File: src/rtl/hub75_pkg.sv
`default_nettype none
// +--------------------------------------------------------------------------+
// | hub75_pkg : scan state encoding and derived-width helpers for HUB75 scan  |
// | Revision  : 1.0                                                          |
// +--------------------------------------------------------------------------+
package hub75_pkg;

  typedef enum logic [2:0] {
    S_IDLE      = 3'd0,
    S_START     = 3'd1,
    S_WAIT_ACK  = 3'd2,
    S_WAIT_DONE = 3'd3,
    S_BLANK     = 3'd4,
    S_DISPLAY   = 3'd5
  } scan_state_t;

  // Never returns 0 so that degenerate parameter sets still give legal vectors.
  function automatic int clog2_min1(input int value);
    return (value <= 2) ? 1 : $clog2(value);
  endfunction

  function automatic int calc_rows(input int vpixel, input int segments);
    return vpixel / segments;
  endfunction

  localparam int rows_p = calc_rows(64, 2);
  localparam int row_w  = clog2_min1(rows_p);
  localparam int addr_w = clog2_min1(64 * 64);
  localparam int bit_w  = clog2_min1(8);

endpackage
`default_nettype wire

File: src/rtl/hub75_oe_timer.sv
`default_nettype none
// +--------------------------------------------------------------------------+
// | hub75_oe_timer : loadable down-counter timing the OE-active window        |
// | Revision       : 1.0                                                     |
// +--------------------------------------------------------------------------+
module hub75_oe_timer #(
  parameter int bit_w_p = 3,
  parameter int cnt_w_p = 15
) (
  input  logic               clk,
  input  logic               rst_n,
  input  logic               i_load,
  input  logic [7:0]         i_base,
  input  logic [bit_w_p-1:0] i_bit,
  output logic               o_done
);

  logic [cnt_w_p-1:0] r_cnt;

  always_ff @(posedge clk) begin
    if (!rst_n) begin
      r_cnt <= '0;
    end else if (i_load) begin
      r_cnt <= cnt_w_p'(i_base) << i_bit;
    end else if (r_cnt != '0) begin
      r_cnt <= r_cnt - 1'b1;
    end
  end

  // Asserted during the final lit cycle so the FSM leaves DISPLAY on the next edge.
  assign o_done = (r_cnt == cnt_w_p'(1));

endmodule
`default_nettype wire

File: src/rtl/hub75_scan_ctrl.sv
`default_nettype none
// +--------------------------------------------------------------------------+
// | hub75_scan_ctrl : HUB75 row/bit-plane scan sequencer with BCM OE timing   |
// | Revision        : 1.0                                                    |
// +--------------------------------------------------------------------------+
module hub75_scan_ctrl
  import hub75_pkg::*;
#(
  parameter  int hpixel_p   = 64,
  parameter  int vpixel_p   = 64,
  parameter  int bpp_p      = 8,
  parameter  int segments_p = 2,
  parameter  int blank_p    = 2,
  localparam int c_rows     = calc_rows(vpixel_p, segments_p),
  localparam int c_row_w    = clog2_min1(c_rows),
  localparam int c_addr_w   = clog2_min1(hpixel_p * vpixel_p),
  localparam int c_bit_w    = clog2_min1(bpp_p)
) (
  input  logic                clk,
  input  logic                rst_n,
  input  logic                i_enable,
  input  logic [7:0]          i_base_time,
  input  logic                i_tx_ready,
  output logic                o_tx_start,
  output logic [c_addr_w-1:0] o_init_addr,
  output logic [c_bit_w-1:0]  o_pix_bit,
  output logic [c_row_w-1:0]  o_row_addr,
  output logic                o_oe_n,
  output logic                o_frame_done,
  output logic                o_busy
);

  localparam int c_cnt_w   = 8 + bpp_p - 1;
  localparam int c_blank_w = clog2_min1(blank_p);
  localparam logic [c_bit_w-1:0]   c_last_bit   = c_bit_w'(bpp_p - 1);
  localparam logic [c_row_w-1:0]   c_last_row   = c_row_w'(c_rows - 1);
  localparam logic [c_blank_w-1:0] c_last_blank = c_blank_w'(blank_p - 1);

  scan_state_t          r_state;
  scan_state_t          w_state_nxt;
  logic [7:0]           r_base;
  logic [c_row_w-1:0]   r_row;
  logic [c_bit_w-1:0]   r_bit;
  logic [c_blank_w-1:0] r_blank_cnt;
  logic [c_addr_w-1:0]  r_init_addr;
  logic [c_bit_w-1:0]   r_pix_bit;
  logic [c_row_w-1:0]   r_row_addr;
  logic                 r_frame_done;
  logic [7:0]           w_base_eff;
  logic                 w_oe_done;
  logic                 w_timer_load;
  logic                 w_last_bit;
  logic                 w_last_row;

  assign w_base_eff = (i_base_time == 8'd0) ? 8'd1 : i_base_time;
  assign w_last_bit = (r_bit == c_last_bit);
  assign w_last_row = (r_row == c_last_row);

  hub75_oe_timer #(
    .bit_w_p (c_bit_w),
    .cnt_w_p (c_cnt_w)
  ) u_oe_timer (
    .clk    (clk),
    .rst_n  (rst_n),
    .i_load (w_timer_load),
    .i_base (r_base),
    .i_bit  (r_bit),
    .o_done (w_oe_done)
  );

  always_ff @(posedge clk) begin
    if (!rst_n) begin
      r_state <= S_IDLE;
    end else begin
      r_state <= w_state_nxt;
    end
  end

  always_comb begin
    w_state_nxt = r_state;
    case (r_state)
      S_IDLE:      if (i_enable && i_tx_ready) w_state_nxt = S_START;
      // Unconditional: a ready-low coinciding with the start pulse is not an ack.
      S_START:     w_state_nxt = S_WAIT_ACK;
      S_WAIT_ACK:  if (!i_tx_ready) w_state_nxt = S_WAIT_DONE;
      S_WAIT_DONE: if (i_tx_ready) w_state_nxt = S_BLANK;
      S_BLANK:     if (r_blank_cnt == c_last_blank) w_state_nxt = S_DISPLAY;
      S_DISPLAY: begin
        if (w_oe_done) begin
          if (w_last_bit && w_last_row && !i_enable) w_state_nxt = S_IDLE;
          else                                       w_state_nxt = S_START;
        end
      end
      default:     w_state_nxt = S_IDLE;
    endcase
  end

  always_comb begin
    o_tx_start   = (r_state == S_START);
    o_oe_n       = (r_state != S_DISPLAY);
    o_busy       = (r_state != S_IDLE);
    w_timer_load = (r_state == S_BLANK) && (r_blank_cnt == c_last_blank);
  end

  always_ff @(posedge clk) begin
    if (!rst_n) begin
      r_base       <= '0;
      r_row        <= '0;
      r_bit        <= '0;
      r_blank_cnt  <= '0;
      r_init_addr  <= '0;
      r_pix_bit    <= '0;
      r_row_addr   <= '0;
      r_frame_done <= 1'b0;
    end else begin
      r_frame_done <= 1'b0;
      r_blank_cnt  <= '0;
      case (r_state)
        S_IDLE: begin
          if (i_enable && i_tx_ready) begin
            r_base      <= w_base_eff;
            r_row       <= '0;
            r_bit       <= '0;
            r_init_addr <= '0;
            r_pix_bit   <= '0;
          end
        end
        S_WAIT_DONE: if (i_tx_ready) r_row_addr <= r_row;
        S_BLANK:     if (r_blank_cnt != c_last_blank) r_blank_cnt <= r_blank_cnt + 1'b1;
        S_DISPLAY: begin
          if (w_oe_done) begin
            if (!w_last_bit) begin
              r_bit     <= r_bit + 1'b1;
              r_pix_bit <= r_bit + 1'b1;
            end else begin
              r_bit     <= '0;
              r_pix_bit <= '0;
              if (w_last_row) begin
                r_row        <= '0;
                r_init_addr  <= '0;
                r_frame_done <= 1'b1;
                if (i_enable) r_base <= w_base_eff;
              end else begin
                r_row       <= r_row + 1'b1;
                r_init_addr <= r_init_addr + c_addr_w'(hpixel_p);
              end
            end
          end
        end
        default: ;
      endcase
    end
  end

  assign o_init_addr  = r_init_addr;
  assign o_pix_bit    = r_pix_bit;
  assign o_row_addr   = r_row_addr;
  assign o_frame_done = r_frame_done;

endmodule
`default_nettype wire

File: config.mk
export PLATFORM = sky130hd
export DESIGN_NAME = hub75_scan_ctrl
export DESIGN_NICKNAME = d
export VERILOG_FILES = /design/src/rtl/hub75_pkg.sv /design/src/rtl/hub75_oe_timer.sv /design/src/rtl/hub75_scan_ctrl.sv
export SDC_FILE = /design/constraint.sdc
export NUM_CORES = 1
export LEC_CHECK = 0
export CORE_AREA = 2 2 97 99
export DETAILED_ROUTE_END_ITERATION = 7
export DIE_AREA = 0 0 99 101
export PLACE_DENSITY = 0.5
export SLEW_MARGIN = 10
export SYNTH_ARGS = -nofsm -noshare
export SYNTH_HDL_FRONTEND = slang
export SYNTH_SLANG_ARGS = --single-unit
File: constraint.sdc
create_clock -name clk -period 3.95 [get_ports clk]
set_clock_uncertainty 0.05 [all_clocks]
set_input_delay 0.5925 -clock clk [delete_from_list [all_inputs] [get_ports clk]]
set_output_delay 0.5925 -clock clk [all_outputs]
set_load 0.005 [all_outputs]
# Word-level counts from Yosys, hierarchy flattened
# Cells that the tools add are included.
op_classes:
  add_sub_neg: 5
  mul: 0
  div: 0
  order_cmp: 0
  eq_ne: 17
  shift: 1
  muxes: 31
  bitwise: 2
  reduce_logical: 18
op_table:
  columns: ["cell", "count"]
  rows:
  - ["12-bit two-way mux", 4]
  - ["8-bit two-way mux", 6]
  - ["15-bit two-way mux", 2]
  - ["3-bit two-way mux", 8]
  - ["12-bit one-hot mux with 2 select lines", 1]
  - ["5-bit two-way mux", 4]
  - ["3-bit one-hot mux with 6 select lines", 1]
  - ["8-bit one-hot mux with 2 select lines", 1]
  - ["15-bit by 1-bit equality test with 1-bit output, second input constant", 1]
  - ["15-bit nonzero test", 1]
  - ["8-bit by 3-bit left shift with 15-bit output", 1]
  - ["15-bit by 1-bit subtractor with 15-bit output, second input constant", 1]
  - ["2-bit inequality test, second input constant", 7]
  - ["12-bit by 7-bit adder with 12-bit output, second input constant", 1]
  - ["5-bit one-hot mux with 2 select lines", 1]
  - ["3-bit equality test, second input constant", 3]
  - ["8-bit zero test", 1]
  - ["4-bit AND reduction", 2]
  - ["3-bit by 2-bit equality test with 1-bit output, second input constant", 2]
  - ["3-bit one-hot mux with 2 select lines", 1]
  - ["6-bit AND reduction", 1]
  - ["5-bit by 1-bit adder with 5-bit output, second input constant", 1]
  - ["5-bit equality test, second input constant", 1]
  - ["5-bit AND reduction", 1]
  - ["15 further kinds", 21]
totals:
  regBits: 53
  latch_bits: 0
  mem_bits_rw: 0
  romBits: 0
  input_bits: 12
  out_inout_bits: 24
  wordCells: 83
  mem_count: 0

# Logic depth before layout (Yosys ltp)
# Gate-level depths: netlist (run 1).
depth:
  depth_word: 7
  depth_mapped: 9

# Hierarchy
# From an unflattened synthesis (run 1), not the netlist that was laid out.
unflattened:
  cells_unflattened: 325
  area_unflattened_um2: 2791.4
by_module_without_submodules:
  columns: ["mod", "n_inst", "cells_per_inst", "area_per_inst_um2"]
  rows:
  - ["hub75_scan_ctrl", 1, 181, 1595.3]
  - ["hub75_oe_timer", 1, 144, 1196.1]

# Worst setup path before layout (run 1)
# No wires, ideal clock.
synth_path:
  path_kind: "reg2reg"
  from: "register r_row[0]"
  to: "register r_init_addr[10] (netlist: o_init_addr[10])"
  t_arrival_ns: 1.748
  required_time_ns: 3.826
  slack_ns: 2.078
  stages_incl_launch_ff: 9
  synth_period_minus_slack_ns: 1.872
  path_cell_list: "dfxtp_1 > ha_1 > and3_1 > ha_1 > nor2_1 > and3_1 > buf_4 > a41oi_1 > a31oi_1"
synth_between:
  elab_chain_cells: 5
synth_lines:
  columns: ["element", "line", "source"]
  rows:
  - ["start, declared", "hub75_scan_ctrl.sv:42", "logic [c_row_w-1:0] r_row;"]
  - ["start signal, assigned", "hub75_scan_ctrl.sv:144", "r_row <= r_row + 1'b1;"]
  - ["5-bit equality test", "hub75_scan_ctrl.sv:57", "assign w_last_row = (r_row == c_last_row);"]
  - ["named net w_last_row", "hub75_scan_ctrl.sv:53", "logic w_last_row;"]
  - ["12-bit two-way mux", "hub75_scan_ctrl.sv:138", "if (w_last_row) begin"]
  - ["12-bit two-way mux", "hub75_scan_ctrl.sv:132", "if (!w_last_bit) begin"]
  - ["12-bit two-way mux", "hub75_scan_ctrl.sv:131", "if (w_oe_done) begin"]
  - ["12-bit one-hot mux with 2 select lines", "hub75_scan_ctrl.sv:118", "case (r_state)"]
  - ["end signal, assigned", "hub75_scan_ctrl.sv:145", "r_init_addr <= r_init_addr + c_addr_w'(hpixel_p);"]
  - ["end, declared", "hub75_scan_ctrl.sv:45", "logic [c_addr_w-1:0] r_init_addr;"]
# The timed path passes the listed nets, and every way through them passes these cells. The select of a mux whose other input is x is not followed.
# A chain may end at the register's enable or synchronous reset.

==> results of run 1 <==
==> placed cells by master (no fill, tap or decap), types with 4 or more instances in the layout <==
| cell | instances |
|---|---|
| dfxtp_1 | 47 |
| nand2_1 | 35 |
| nand3_1 | 32 |
| clkdlybuf4s50_1 | 29 |
| nor2_1 | 12 |
| mux2i_1 | 12 |
| a21oi_1 | 11 |
| o21ai_1 | 10 |
| nor3_1 | 9 |
| o21ai_0 | 9 |
| and3_1 | 8 |
| a31oi_1 | 7 |
| xor2_1 | 7 |
| mux2_2 | 7 |
| ha_1 | 7 |
| or3_1 | 6 |
| a211oi_1 | 6 |
| nor2b_1 | 6 |
| conb_1 | 6 |
| inv_1 | 5 |
| o31ai_1 | 5 |
| clkbuf_8 | 5 |
| nand4_1 | 4 |
| o22ai_1 | 4 |
==> Yosys cell counts, types with 4 or more instances <==
| master | number | area share, % |
|---|---|---|
| a211oi_1 | 6 | 1.7 |
| a21oi_1 | 11 | 2.0 |
| a31oi_1 | 7 | 1.6 |
| and3_1 | 8 | 1.9 |
| buf_2 | 6 | 1.1 |
| buf_4 | 8 | 2.2 |
| clkbuf_1 | 11 | 1.5 |
| dfxtp_1 | 47 | 35 |
| ha_1 | 7 | 3.2 |
| inv_1 | 5 | 0.69 |
| mux2_2 | 7 | 2.9 |
| mux2i_1 | 12 | 4.4 |
| nand2_1 | 35 | 4.9 |
| nand3_1 | 32 | 5.9 |
| nand4_1 | 4 | 0.92 |
| nor2_1 | 12 | 1.7 |
| nor2b_1 | 6 | 1.4 |
| nor3_1 | 9 | 1.7 |
| o21ai_0 | 9 | 1.7 |
| o21ai_1 | 10 | 1.9 |
| o22ai_1 | 4 | 0.92 |
| o31ai_1 | 5 | 1.4 |
| or3_1 | 6 | 1.4 |
| xor2_1 | 7 | 2.3 |
==> registers in the layout, summed over array words and instances (netlist names) <==
name	count
o_pix_bit	3
r_state	3
u_oe_timer.r_cnt	15
r_row	5
r_blank_cnt	1
o_frame_done	1
r_base	8
o_row_addr	5
o_init_addr	6
==> worst paths after layout <==
kind,start,to,cells past startpoint
worst max-delay path,o_pix_bit[1],r_base[2],7
worst max register to register,o_pix_bit[1],r_base[2],7
worst min register to register,r_base[5],r_base[5],2
worst min-delay path,r_base[5],r_base[5],2
==> critical path: cells and delay by family (launching register included) <==
family / cells / cell delay (ns)
AND/OR/NAND/NOR: 2 / 0.30
flip-flops: 1 / 0.79
adder cells (fa/ha/maj): 2 / 0.53
AO/OA/AOI/OAI: 3 / 0.71
==> layout make-up <==
class	instances	area [um^2]	share of cell area, %
clock buffers	5	68.82	2.191
clock inverters	3	46.29	1.474
inverters	6	22.52	0.7171
multi-input cells	247	1625	51.75
flip-flops and latches	47	940.9	29.96
well taps	111	138.9	4.422
repair buffers	30	297.8	9.482
==> cells by family (layout without fill, tap and decap cells) <==
kind of cell               Yosys count  count (layout)
AOI/OAI and AO/OA                   70              70
xor gates and xnor gates             9               9
adders and majority gates            7               7
buffers and inverters               32              44
DFF                                 47              47
muxes                               20              20
other                                1               6
and+or+nand+nor                    135             135
==> stage by stage <==
| step | area, um^2 | hold WS, ns | std cells | setup slack [ns] | power, W |
|---|---|---|---|---|---|
| floorplan | 2724 | 0.3955 | 326 | 2.078 | 0.001106 |
| global placement | 3025 | 0.4182 | 441 | 1.500 | 0.001224 |
| detailed placement | 3025 | 0.4258 | 441 | 1.474 | 0.001223 |
| CTS | 3141 | 0.4394 | 449 | 1.429 | 0.001604 |
| global route | 3141 | 0.4638 | 449 | 1.173 | 0.001706 |
| finish | 3141 | 0.4351 | 449 | 1.425 | 0.001589 |
==> per-layer routing <==
metal  global-route usage [%]  share of wire (%)
met4                    4.004               0.95
met3                    2.219                3.2
met1                    18.23                 49
met2                    21.83                 46
met5                        0                  0
==> power by group <==
| part | internal, W | leakage (nW) | total [W] | switching [W] |
|---|---|---|---|---|
| Combinational | 0.000264 | 0.692 | 0.000561 | 0.000297 |
| Sequential | 0.000546 | 0.382 | 0.000655 | 0.000109 |
| Clock | 0.000191 | 0.0548 | 0.000373 | 0.000182 |
==> flow_summary.yaml, run 1 <==
status:
  status: "finished clean"
critical_path:
  crit_slowest_cell: "dfxtp_1"
  crit_path_start_kind: "flop"
  end_kind: "flop"
  r2r_slack_ns: 1.43
  crit_chain: "ha_1 > ha_1 > nand3_1 > a21oi_1 > o211ai_2 > nand3_1 > o21ai_1"
  slowest_delay_ns: 0.79
  critical_path_arrival_ns: 2.64
  critPathKind: "flop to flop"
  crit_path_max_fanout: 19
  worstPathRequired_ns: 4.06
yosys:
  synth_cell_type_count: 55
  synthXorXnorAreaFrac_pct: 2.914
  synth_top_family_by_area: "simple AND/OR/NAND/NOR gates"
  syn-cell-area_um2: 2705
  syn_avg_cell_area_um2: 8.427
  syn_inst: 321
  async_flop_share_pct: 0
  ys_seq_elements: 47
  ys.flop_type: "dfxtp_1"
  muxShareOfSynthArea_pct: 8.187
  yosysWarningCount: 0
  synth.yosys.seq_area_share_pct: 34.78
  synth_edf_count: 0
  synth-compound-area-share_pct: 16.93
  yosys.area_share.simple_pct: 27.98
  synth_fa_ha_area_share_pct: 3.238
routing:
  wl_per_cell_um: 14.36
  first_pass_iters: 4
  drtIter0Drc: 79
  vias: 2335
  ant_nets: 0
  vias_per_cell: 5.200
  drc: 0
  drt_wl_total_um: 6447
clock_tree:
  cts_buffer_depth: 2
  cts_tree: "done"
  numCtsBuffers: 5
  cts_setup_buffers: 0
  cts-resized-gates: 0
  path_clk_slew_ns: 0.10
  cts-hold-fix-buffers: 0
  htree_levels: 2
  cts_root_buf: "clkbuf_8"
  worstSkewPairLatency_ns: 0.31
  numClockSinks: 47
sta:
  fin_crit_sh_pct: 63.92
  drv_slew: 0
  tightest_slew_ns: 0.7126
  min_period_ns: 2.525
  relSlewSlack_pct: 52.35
  finalSetupViolCount: 0
  tns_ns: 0
  rsz0062_at_grt: "false"
  final_hold_viol_count: 0
  clock.fmax_ghz: 0.3960
die:
  rows: 35
  dieArea_um2: 9999
  pin_count: 36
  fp.dieW_um: 99
  start_util_pct: 30.13
  core-area_um2: 8977
  fp.dieH_um: 101
worst_hold_path:
  hold_class: "flop to flop"
global_route:
  grt_pass1_wl_um: 11050
  grt_max_degree: 44
  grtUsageTotal_pct: 13.41
  grt_pass1_vias: 2287
  antenna_found_initial: 0
  overflow: 0
finish:
  nNetsFinal: 356
  fillers: 952
  fin_util_pct: 34.98
  syn2layout_area_growth_pct: 16.10
  n_antenna_cell: 0
  drive_above_1_share_pct: 8.284
placed_design:
  post-dp-hpwl_um: 4559
  routabilityCongestion: 0.7621
  numPortBuffers: 29
power_and_ir_drop:
  ir_drop_mv: 0.2961
  p_per_area_nw_per_um2: 506.0
  p_leak_nw: 1.129
flow_run:
  drv_cap: 0
Note: power is estimated with default switching activity, not from simulation.
==> run 2, diff against run 1 <==
--- a/config.mk
+++ b/config.mk
@@ -8,7 +8,7 @@
 export CORE_AREA = 2 2 97 99
 export DETAILED_ROUTE_END_ITERATION = 7
 export DIE_AREA = 0 0 99 101
-export PLACE_DENSITY = 0.5
+export PLACE_DENSITY = 0.52
 export SLEW_MARGIN = 10
 export SYNTH_ARGS = -nofsm -noshare
 export SYNTH_HDL_FRONTEND = slang
==> constraint.sdc (replaced) <==
create_clock -name clk -period 2.2 [get_ports clk]
set_clock_uncertainty 0.05 [all_clocks]
set_input_delay 0.33 -clock clk [delete_from_list [all_inputs] [get_ports clk]]
set_output_delay 0.33 -clock clk [all_outputs]
set_load 0.005 [all_outputs]
==> run 2 against run 1 <==
Flip-flop and latch count unchanged. Non-clock buffer count grew 12. Sequential share of layout area is 0.89 points lower. Critical path type is now flop to output pin.
==> flow_summary.yaml, run 2 (synthesized netlist as in run 1, its figures left out) <==
routing:
  drtIter0Drc: 80
  met2WireLength_um: 2893
  first_pass_iters: 4
  drc: 0
  wl_met1_um: 3181
  wl_met3_um: 195
  vias_per_cell: 5.195
  ant_nets: 0
  wl_per_cell_um: 13.82
  drt_wl_total_um: 6369
  routed.top_layer: "met4"
  vias: 2395
flow_run:
  drv_cap: 0
finish:
  drive_above_1_share_pct: 12.57
  syn2layout_area_growth_pct: 19.98
  largest-register: "u_oe_timer.r_cnt"
  fin_cells: 461
  final_common_cell: "dfxtp_1"
  fillers: 916
  n_antenna_cell: 0
  nNetsFinal: 368
  largest_register_ffs: 15
  layout_common_cells: "dfxtp_1 (45), nand2_1 (35), nand3_1 (32), clkdlybuf4s50_1 (29), buf_4 (13)"
critical_path:
  worstPathRequired_ns: 1.82
  critical_path_arrival_ns: 1.70
  crit_path_start_kind: "flop"
  crit_path_max_fanout: 12
  critPathKind: "flop to output pin"
  end_kind: "output pin"
die:
  core-area_um2: 8977
  fp.dieW_um: 99
  fp.dieH_um: 101
  start_util_pct: 30.13
  rows: 35
  pin_count: 36
  dieArea_um2: 9999
sta:
  tightest_slew_ns: 0.5231
  rsz0062_at_grt: "false"
  fin_crit_sh_pct: 94.55
  finalSetupViolCount: 0
  tns_ns: 0
  min_period_ns: 2.080
  relSlewSlack_pct: 65.13
  clock.fmax_ghz: 0.4807
  final_hold_viol_count: 0
  drv_slew: 0
  worst_slack_ns: 0.1199
placed_design:
  post-dp-hpwl_um: 4613
  routabilityCongestion: 0.8354
  numPortBuffers: 29
  dp_cells: 453
  pre_cts_ws_ns: 0.1130
clock_tree:
  htree_levels: 2
  cts_setup_buffers: 0
  worstSkewPairLatency_ns: 0.30
  cts_tree: "done"
  numCtsBuffers: 5
  cts_root_buf: "clkbuf_8"
  path_clk_slew_ns: 0.10
  numClockSinks: 47
  cts_buffer_depth: 2
global_route:
  grtUsageTotal_pct: 13.10
  grt_max_degree: 44
  antenna_found_initial: 0
  overflow: 0
  grt_pass1_wl_um: 10740
  grt_pass1_vias: 2109
power_and_ir_drop:
  ir_drop_mv: 0.3641
  p_per_area_nw_per_um2: 895.0
  finalPower_w: 0.002905
  p_leak_nw: 1.186
worst_hold_path:
  hold_class: "flop to flop"
status:
  status: "finished clean"
-- run 2: cell count changes in the layout (fill, tap and decap cells not counted), sizes merged --
| cell | previous run | this run |
|---|---|---|
| buf | 1 | 13 |
| clkinv | 1 | 2 |
| bufinv | 1 | 0 |
| clkbuf | 5 | 6 |
| inv | 6 | 5 |
-- run 2: power breakdown --
group	internal, W	switching (W)
Sequential	0.000980	0.000192
Clock	0.000257	0.000325
Combinational	0.000571	0.000580
Total	0.00181	0.00110
-- run 2: final cells by class --
type | count | area (um^2) | share of cell area, %
tap | 111 | 138.9 | 4.279
multi-input combinational | 247 | 1654 | 50.96
sequential | 47 | 943.4 | 29.07
timing repair buffer | 42 | 387.9 | 11.95
inverter | 6 | 22.52 | 0.6939
clock buffer | 6 | 82.58 | 2.544
clock inverter | 2 | 16.27 | 0.5012
-- run 2: worst paths after layout --
check	start	to	slack (ns)	cells past startpoint
max reg2reg	u_oe_timer.r_cnt[1]	u_oe_timer.r_cnt[12]	0.19	7
max	r_state[0]	o_oe_n	0.12	3
min	o_init_addr[11]	o_init_addr[11]	0.42	1
min reg2reg	o_init_addr[11]	o_init_addr[11]	0.42	1
-- run 2: metal layers --
layer	GRT usage, %	up-vias
met5	0	-
met2	20.69	54
li1	-	1225
met3	2.011	7
met4	4.110	0
met1	18.39	1109
-- run 2: critical path, cell delays in order, from the launching register on --
cell	delay, ns
dfxtp_1	0.42
and3b_1	0.23
inv_1	0.19
clkdlybuf4s50_1	0.55
-- run 2: metrics by stage --
step	utilization [%]	area [um^2]	hold slack, ns
2_1_floorplan	-	2724	0.3955
4_1_cts	35.80	3214	0.4299
5_1_grt	36.15	3246	0.4539
3_3_place_gp	34.70	3115	0.4093
3_5_place_dp	34.70	3115	0.4142
6_report	36.15	3246	0.4218
-- run 2: what timing repair did --
| action | in CTS | in global routing |
|---|---|---|
| resized for setup | 0 | 7 |
| endpoints found under the setup margin | 0 | 17 |
| hold buffers | 0 | 0 |
==> run 3, diff against run 2 <==
--- a/config.mk
+++ b/config.mk
@@ -6,10 +6,11 @@
 export NUM_CORES = 1
 export LEC_CHECK = 0
 export CORE_AREA = 2 2 97 99
+export CTS_CLUSTER_SIZE = 24
 export DETAILED_ROUTE_END_ITERATION = 7
 export DIE_AREA = 0 0 99 101
 export PLACE_DENSITY = 0.52
-export SLEW_MARGIN = 10
+export SLEW_MARGIN = 25
 export SYNTH_ARGS = -nofsm -noshare
 export SYNTH_HDL_FRONTEND = slang
 export SYNTH_SLANG_ARGS = --single-unit
==> results of run 3 <==
Final layout, timing and power as in run 2 (identical DEF).
